**config.mk**
```make
export PLATFORM = sky130hd
export DESIGN_NAME = alu
export DESIGN_NICKNAME = d
export VERILOG_FILES = /design/src/rtl/alu.sv
export SDC_FILE = /design/constraint.sdc
export NUM_CORES = 1
export LEC_CHECK = 0
export ABC_AREA = 0
export ABC_CLOCK_PERIOD_IN_PS = 7400
export BUFFER_PORTS_ARGS = -buffer_cell sky130_fd_sc_hd__buf_2
export CAP_MARGIN = 20
export CORE_UTILIZATION = 55
export DETAILED_ROUTE_END_ITERATION = 10
export GPL_ROUTABILITY_DRIVEN = 1
export PLACE_DENSITY = 0.86
export REMOVE_ABC_BUFFERS = 1
export SLEW_MARGIN = 20
export SYNTH_ARGS = -nofsm -noshare
export SYNTH_HDL_FRONTEND = slang
export SYNTH_SLANG_ARGS = --single-unit
```
**constraint.sdc**
```tcl
create_clock -name clk -period 7.4 [get_ports clk]
set_clock_uncertainty 0.15 [all_clocks]
set_input_delay 0.74 -clock clk [delete_from_list [all_inputs] [get_ports clk]]
set_output_delay 0.74 -clock clk [all_outputs]
set_load 0.02 [all_outputs]
```
**src/rtl/alu.sv**
```systemverilog
// Registered-output integer ALU for the execute stage: the opcode on the six select
// lines is decoded combinationally and the chosen result is captured every clock.
module alu #(
   parameter int WIDTH = 32
) (
   input  logic             clk,
   input  logic             rst,
   input  logic [WIDTH-1:0] in1,
   input  logic [WIDTH-1:0] in2,
   input  logic             sel0,
   input  logic             sel1,
   input  logic             sel2,
   input  logic             sel3,
   input  logic             sel4,
   input  logic             sel5,
   output logic [WIDTH-1:0] out
);

   localparam int SHW = $clog2(WIDTH);

   typedef enum logic [5:0] {
      OP_AND = 6'b000000,
      OP_OR  = 6'b000001,
      OP_XOR = 6'b000010,
      OP_SLL = 6'b000110,
      OP_SRA = 6'b000100,
      OP_SRL = 6'b000101,
      OP_ADD = 6'b100000,
      OP_SUB = 6'b111000,
      OP_SEQ = 6'b110000,
      OP_SNE = 6'b110001,
      OP_SLT = 6'b110010,
      OP_SGT = 6'b110011,
      OP_SLE = 6'b110100,
      OP_SGE = 6'b110110
   } op_e;

   logic [5:0]       op;
   logic [SHW-1:0]   amount;
   logic             cond;
   logic [WIDTH-1:0] result;

   assign op     = {sel5, sel4, sel3, sel2, sel1, sel0};
   assign amount = in2[SHW-1:0];

   // Set-on-compare condition; ordering compares are two's-complement signed
   always_comb begin
      cond = 1'b0;
      case (op)
         OP_SEQ:  cond = (in1 == in2);
         OP_SNE:  cond = (in1 != in2);
         OP_SLT:  cond = ($signed(in1) <  $signed(in2));
         OP_SGT:  cond = ($signed(in1) >  $signed(in2));
         OP_SLE:  cond = ($signed(in1) <= $signed(in2));
         OP_SGE:  cond = ($signed(in1) >= $signed(in2));
         default: cond = 1'b0;
      endcase
   end

   // Unlisted opcodes fall through to zero rather than holding the last result
   always_comb begin
      result = '0;
      case (op)
         OP_AND:  result = in1 & in2;
         OP_OR:   result = in1 | in2;
         OP_XOR:  result = in1 ^ in2;
         OP_SLL:  result = in1 << amount;
         OP_SRA:  result = $unsigned($signed(in1) >>> amount);
         OP_SRL:  result = in1 >> amount;
         OP_ADD:  result = in1 + in2;
         OP_SUB:  result = in1 - in2;
         OP_SEQ, OP_SNE, OP_SLT, OP_SGT, OP_SLE, OP_SGE:
                  result = {{(WIDTH-1){1'b0}}, cond};
         default: result = '0;
      endcase
   end

   always_ff @(posedge clk) begin
      if (rst)
         out <= '0;
      else
         out <= result;
   end

endmodule

```
==> results of run 1 <==
## Yosys cell counts (19+ instances only)
library cell  number  share of area, %
ha_1              97                12
nor3_1            39               2.0
a21oi_1          131               6.6
nand3_1           34               1.7
dfxtp_1           32               6.4
clkbuf_1          64               2.4
nor2_1           171               6.5
a31oi_1           30               1.9
o21ai_0           80               4.0
a21o_1            19               1.4
mux2i_1           46               4.6
o22ai_1           37               2.3
inv_1            109               4.1
nand2_1           98               3.7
mux4_2            55                12
## worst min-delay path by stage
| stage | from | end | slack [ns] |
|---|---|---|---|
| after floorplan | in2[4] | out[1]$_SDFF_PP0_ | 0.73 |
| after global placement | out[6]$_SDFF_PP0_ | out[6] | 1.00 |
| after detailed placement | out[6]$_SDFF_PP0_ | out[6] | 1.00 |
| after CTS | sel3 | out[0]$_SDFF_PP0_ | 0.81 |
| after global routing | sel3 | out[0]$_SDFF_PP0_ | 0.85 |
| final | sel3 | out[0]$_SDFF_PP0_ | 0.82 |
## critical path: stages
cell,delay (ns)
buf_2,0.08
buf_4,0.43
inv_1,0.47
ha_1,0.52
nor3_1,0.50
o21ai_0,0.30
a21oi_1,0.51
o31a_1,0.33
a211oi_1,0.12
o21a_1,0.27
and4b_1,0.22
a311oi_1,0.25
a31oi_1,0.11
## layout by cell type (no fill, tap or decap), types with 11 or more instances in the layout
cell / count
ha_1: 97
a31oi_1: 30
a21o_1: 19
dfxtp_1: 32
nand3_1: 33
buf_2: 102
o21ai_1: 12
o21bai_1: 16
mux2i_1: 46
o221ai_1: 11
nor2_1: 171
o21ai_0: 80
a211oi_1: 14
xnor2_1: 13
a221oi_1: 18
a21oi_1: 131
mux4_2: 55
nand2_1: 98
buf_4: 23
nor3_1: 37
o22ai_1: 37
inv_1: 109
o211ai_1: 16
## power groups by stage
stage / logic (mW) / clock network, mW / registers (mW)
2_1_floorplan: 0.426 / 0 / 0.186
3_3_place_gp: 0.667 / 0 / 0.181
3_5_place_dp: 0.672 / 0 / 0.181
4_1_cts: 0.675 / 0.244 / 0.177
5_1_grt: 0.745 / 0.254 / 0.177
6_report: 0.710 / 0.257 / 0.177
## metal layers
metal | vias to the layer above | track usage [%] | share of wire [%]
met5 | - | 0 | 0
met4 | 0 | 24.8 | 6.3
met3 | 219 | 14.0 | 17
met2 | 1156 | 66.4 | 40
met1 | 5566 | 63.8 | 37
li1 | 5187 | - | -
## through the flow
step                      hold WS (ns)  cells
after floorplan                  0.730   1269
after global placement            1.00   1619
after detailed placement          1.00   1619
after CTS                        0.805   1627
after global routing             0.848   1627
final                            0.820   1627
## kinds of logic (layout without fill, tap and decap cells)
kind of cell               count (synthesis)  count (layout)  synth area share (%)
DFF                                       32              32                  6.44
buffers and inverters                    218             248                  9.26
muxes                                    117             117                  19.8
AOI/OAI and AO/OA                        475             475                  31.4
xor gates and xnor gates                  16              16                  1.41
and+or+nand+nor                          415             415                  19.0
adders and majority gates                 99              99                  12.6
## layout make-up
type / count / area share [%]
clock buffers: 7 / 1.35
clock inverters: 1 / 0.0709
inverters: 115 / 4.08
multi-input cells: 1122 / 79.3
flip-flops and latches: 32 / 6.05
well taps: 225 / 2.66
repair buffers: 125 / 6.45
==> impl_metrics.json, run 1 <==
{
  "layout.nets": 1572,
  "largest_reg_flops": 32,
  "num_rows": 48,
  "grt_max_degree": 80,
  "worstHoldPathCells": 4,
  "gp_congestion": 1.08,
  "grt_antenna_before_repair": 0,
  "slew_headroom_pct": 24.0,
  "grt_pass1_vias": 10702,
  "port_buffers": 103,
  "crit_path_end": "out[31]$_SDFF_PP0_",
  "hold_violations": 0,
  "htreeDepth": 2,
  "fin_crit_ns": 4.85,
  "wl_mm": 43.7,
  "crit_arrival_ns": 4.88,
  "fp.dieW_um": 136,
  "cp-startpoint": "in2[4]",
  "avgSynthCellArea_um2": 7.25,
  "multi_input_area_um2": 8400,
  "wl_per_cell_um": 26.9,
  "cts_buffers": 5,
  "grt_pass1_wl_mm": 65.0,
  "power_density_nw_per_um2": 108,
  "yosys_warnings": 0,
  "dieArea_um2": 18600,
  "synth_cell_types": 95,
  "ys_seq_area_share_pct": 6.44,
  "coreArea_um2": 17500,
  "ff_latch_area_um2": 641,
  "p_clk_share_pct": 22.4,
  "place_area_um2": 10400,
  "place_ws_ns": 2.55,
  "timing.critical_path.fanout_max": 46,
  "netlist_area_um2": 9940,
  "cts_resized": 0,
  "finalSetupViolations": 0,
  "vias": 12128,
  "drive_above_1_share_pct": 16.2,
  "synth-edff-count": 0,
  "regMostFlops": "out",
  "fin_setup_tns_ns": 0,
  "rsz0062_at_grt": "false",
  "cellLeakagePower_nw": 4.55,
  "cts_hold_repair.buffers": 0,
  "fin_area_um2": 10600,
  "utilization_pct": 60.6,
  "initial_core_util_pct": 56.9,
  "ios": 104,
  "cts.path.max_buffers": 2,
  "sw_frac_of_total_pct": 50.9,
  "p_sw_uw": 582,
  "cp.required_ns": 7.43,
  "drtPass1Iterations": 7,
  "diodes": 0,
  "slew_violations": 0,
  "vdd_drop_max_mv": 0.0926,
  "drt_iter0_drc": 2306,
  "p_int_uw": 562,
  "crit_type": "input port to flip-flop",
  "top_regs": "out (32)",
  "path_clk_slew_ns": 0.07,
  "ys_seq_elements": 32,
  "start_kind": "input port",
  "status": "finished clean",
  "combPwrFrac_pct": 62.1,
  "area_growth_pct": 6.44,
  "detailed_place_hpwl_mm": 32.8,
  "worst_pin_slew_ns": 1.14,
  "die_y_um": 136,
  "cts_root_buffer": "clkbuf_16",
  "overflow": 0,
  "track_usage_pct": 47.0,
  "hold_class": "input port to flip-flop",
  "p_seq_share_pct": 15.5,
  "viasPerCell": 7.45,
  "power_mw": 1.14,
  "post-route-period-util_pct": 65.5,
  "postLayoutSetupSlackWorst_ns": 2.55,
  "cap_violations": 0,
  "endpoint_kind": "flip-flop",
  "postRouteAntennaNets": 0,
  "clock-sinks": 32,
  "n_fill_cell": 1672,
  "drc": 0,
  "cts_setup_buffers": 0,
  "cts_tree": "yes",
  "synth_cells": 1372,
  "fmax_ghz": 0.206,
  "async_flop_share_pct": 0,
  "dominantRegCellSynth": "dfxtp_1"
}
Note: power is estimated with default switching activity, not from simulation.
==> run 2: changes to the inputs <==
ABC_CLOCK_PERIOD_IN_PS = 4650   (was 7400)
clock period = 4.65 ns   (was 7.4 ns; I/O delays follow)
==> impl_metrics.json, run 2 (synthesis results as in run 1) <==
{
  "wl_mm": 44.9,
  "vias": 12320,
  "cts_resized": 0,
  "cts_hold_repair.buffers": 0,
  "largest_reg_flops": 32,
  "crit_type": "input port to flip-flop",
  "cap_violations": 0,
  "drt_iter0_drc": 1894,
  "cts_root_buffer": "clkbuf_16",
  "detailed_place_hpwl_mm": 34.0,
  "drc": 0,
  "cellLeakagePower_nw": 4.67,
  "path_clk_slew_ns": 0.06,
  "coreArea_um2": 17500,
  "hp-start": "sel3",
  "wl_per_cell_um": 27.1,
  "layout.nets": 1598,
  "ios": 104,
  "fp.dieW_um": 136,
  "drive_above_1_share_pct": 17.6,
  "final_common_cell": "nor2_1",
  "path_cells": "buf_2, inv_1, ha_1, nor4_2, nand2_1, nor4_1, nand4_1, xnor2_1, a221oi_1, o21ai_1, nor3b_1, a21oi_1",
  "cp.required_ns": 4.67,
  "vdd_drop_max_mv": 0.151,
  "timing.critical_path.fanout_max": 18,
  "grt_antenna_before_repair": 2,
  "port_buffers": 103,
  "rsz0062_at_grt": "false",
  "fin_setup_tns_ns": 0,
  "cts_buffers": 5,
  "drtPass1Iterations": 8,
  "hold_class": "input port to flip-flop",
  "num_rows": 48,
  "clock-sinks": 32,
  "fin_crit_ns": 4.44,
  "worst_pin_slew_ns": 1.06,
  "slowest_stage": "nor4_2",
  "regMostFlops": "out",
  "endpoint_kind": "flip-flop",
  "hold_violations": 0,
  "top_regs": "out (32)",
  "start_kind": "input port",
  "cp.buffers_inverters": 2,
  "postRouteAntennaNets": 0,
  "area_growth_pct": 8.44,
  "cts.path.max_buffers": 2,
  "gp_congestion": 1.09,
  "cp-startpoint": "in1[31]",
  "worstHoldPathCells": 4,
  "htreeDepth": 2,
  "power_density_nw_per_um2": 168,
  "post-route-period-util_pct": 95.6,
  "cts_tree": "yes",
  "n_fill_cell": 1660,
  "finalSetupViolations": 0,
  "slew_headroom_pct": 28.7,
  "viasPerCell": 7.44,
  "cts_setup_buffers": 0,
  "initial_core_util_pct": 56.9,
  "dp.cells": 1645,
  "max_stage_delay_ns": 0.78,
  "slew_violations": 0,
  "status": "finished clean",
  "overflow": 0,
  "grt_pass1_wl_mm": 65.3,
  "grt_max_degree": 79,
  "die_y_um": 136,
  "fmax_ghz": 0.225,
  "fin_cells": 1656,
  "grt_pass1_vias": 10823,
  "track_usage_pct": 47.7,
  "path_depth": 12,
  "crit_arrival_ns": 4.47,
  "crit_family": "simple AND/OR/NAND/NOR gates",
  "dieArea_um2": 18600,
  "final_cell_mix": "nor2_1, a21oi_1, inv_1"
}
[run 2: area by class of cell]
type,instances,area (µm²),area share (%)
inverter,115,432,4.00
tap,225,282,2.61
antenna,3,7.51,0.0696
clock inverter,1,7.51,0.0696
sequential,32,641,5.94
clock buffer,7,143,1.32
multi-input combinational,1122,8390,77.8
timing repair buffer,151,878,8.15
[run 2: worst min-delay path, stage by stage]
cell and delay [ns]:
buf_2 0.18, nor3_1 0.08, mux2i_1 0.12, a21oi_1 0.09
[run 2: worst paths after layout]
check	slack, ns	to
setup / recovery	0.21	out[0]$_SDFF_PP0_
hold / removal	0.54	out[0]$_SDFF_PP0_
[run 2: through the flow]
| step | hold slack, ns | worst slack [ns] | total power [mW] | util, % | instance area, µm² |
|---|---|---|---|---|---|
| after floorplan | 0.455 | 1.24 | 0.974 | - | 9450 |
| after global placement | 0.730 | -0.237 | 1.36 | 60.8 | 10600 |
| after detailed placement | 0.729 | -0.243 | 1.37 | 60.8 | 10600 |
| after CTS | 0.532 | 0.0496 | 1.75 | 61.6 | 10800 |
| after global routing | 0.563 | 0.303 | 1.87 | 61.7 | 10800 |
| final | 0.541 | 0.206 | 1.81 | 61.7 | 10800 |
[run 2: power by group]
part	switching (mW)	total, mW	internal (mW)
clock	0.174	0.389	0.215
combinational	0.731	1.14	0.411
sequential	0.00195	0.282	0.280
[run 2: per-layer routing]
metal | share of wire [%] | track usage (%) | vias up | wire, µm
met4 | 7.2 | 28.8 | 2 | 3210
met3 | 16 | 15.1 | 226 | 7050
met2 | 40 | 67.8 | 1146 | 18000
met1 | 37 | 62.5 | 5713 | 16600
li1 | - | - | 5233 | -
met5 | 0.029 | 0 | - | 13
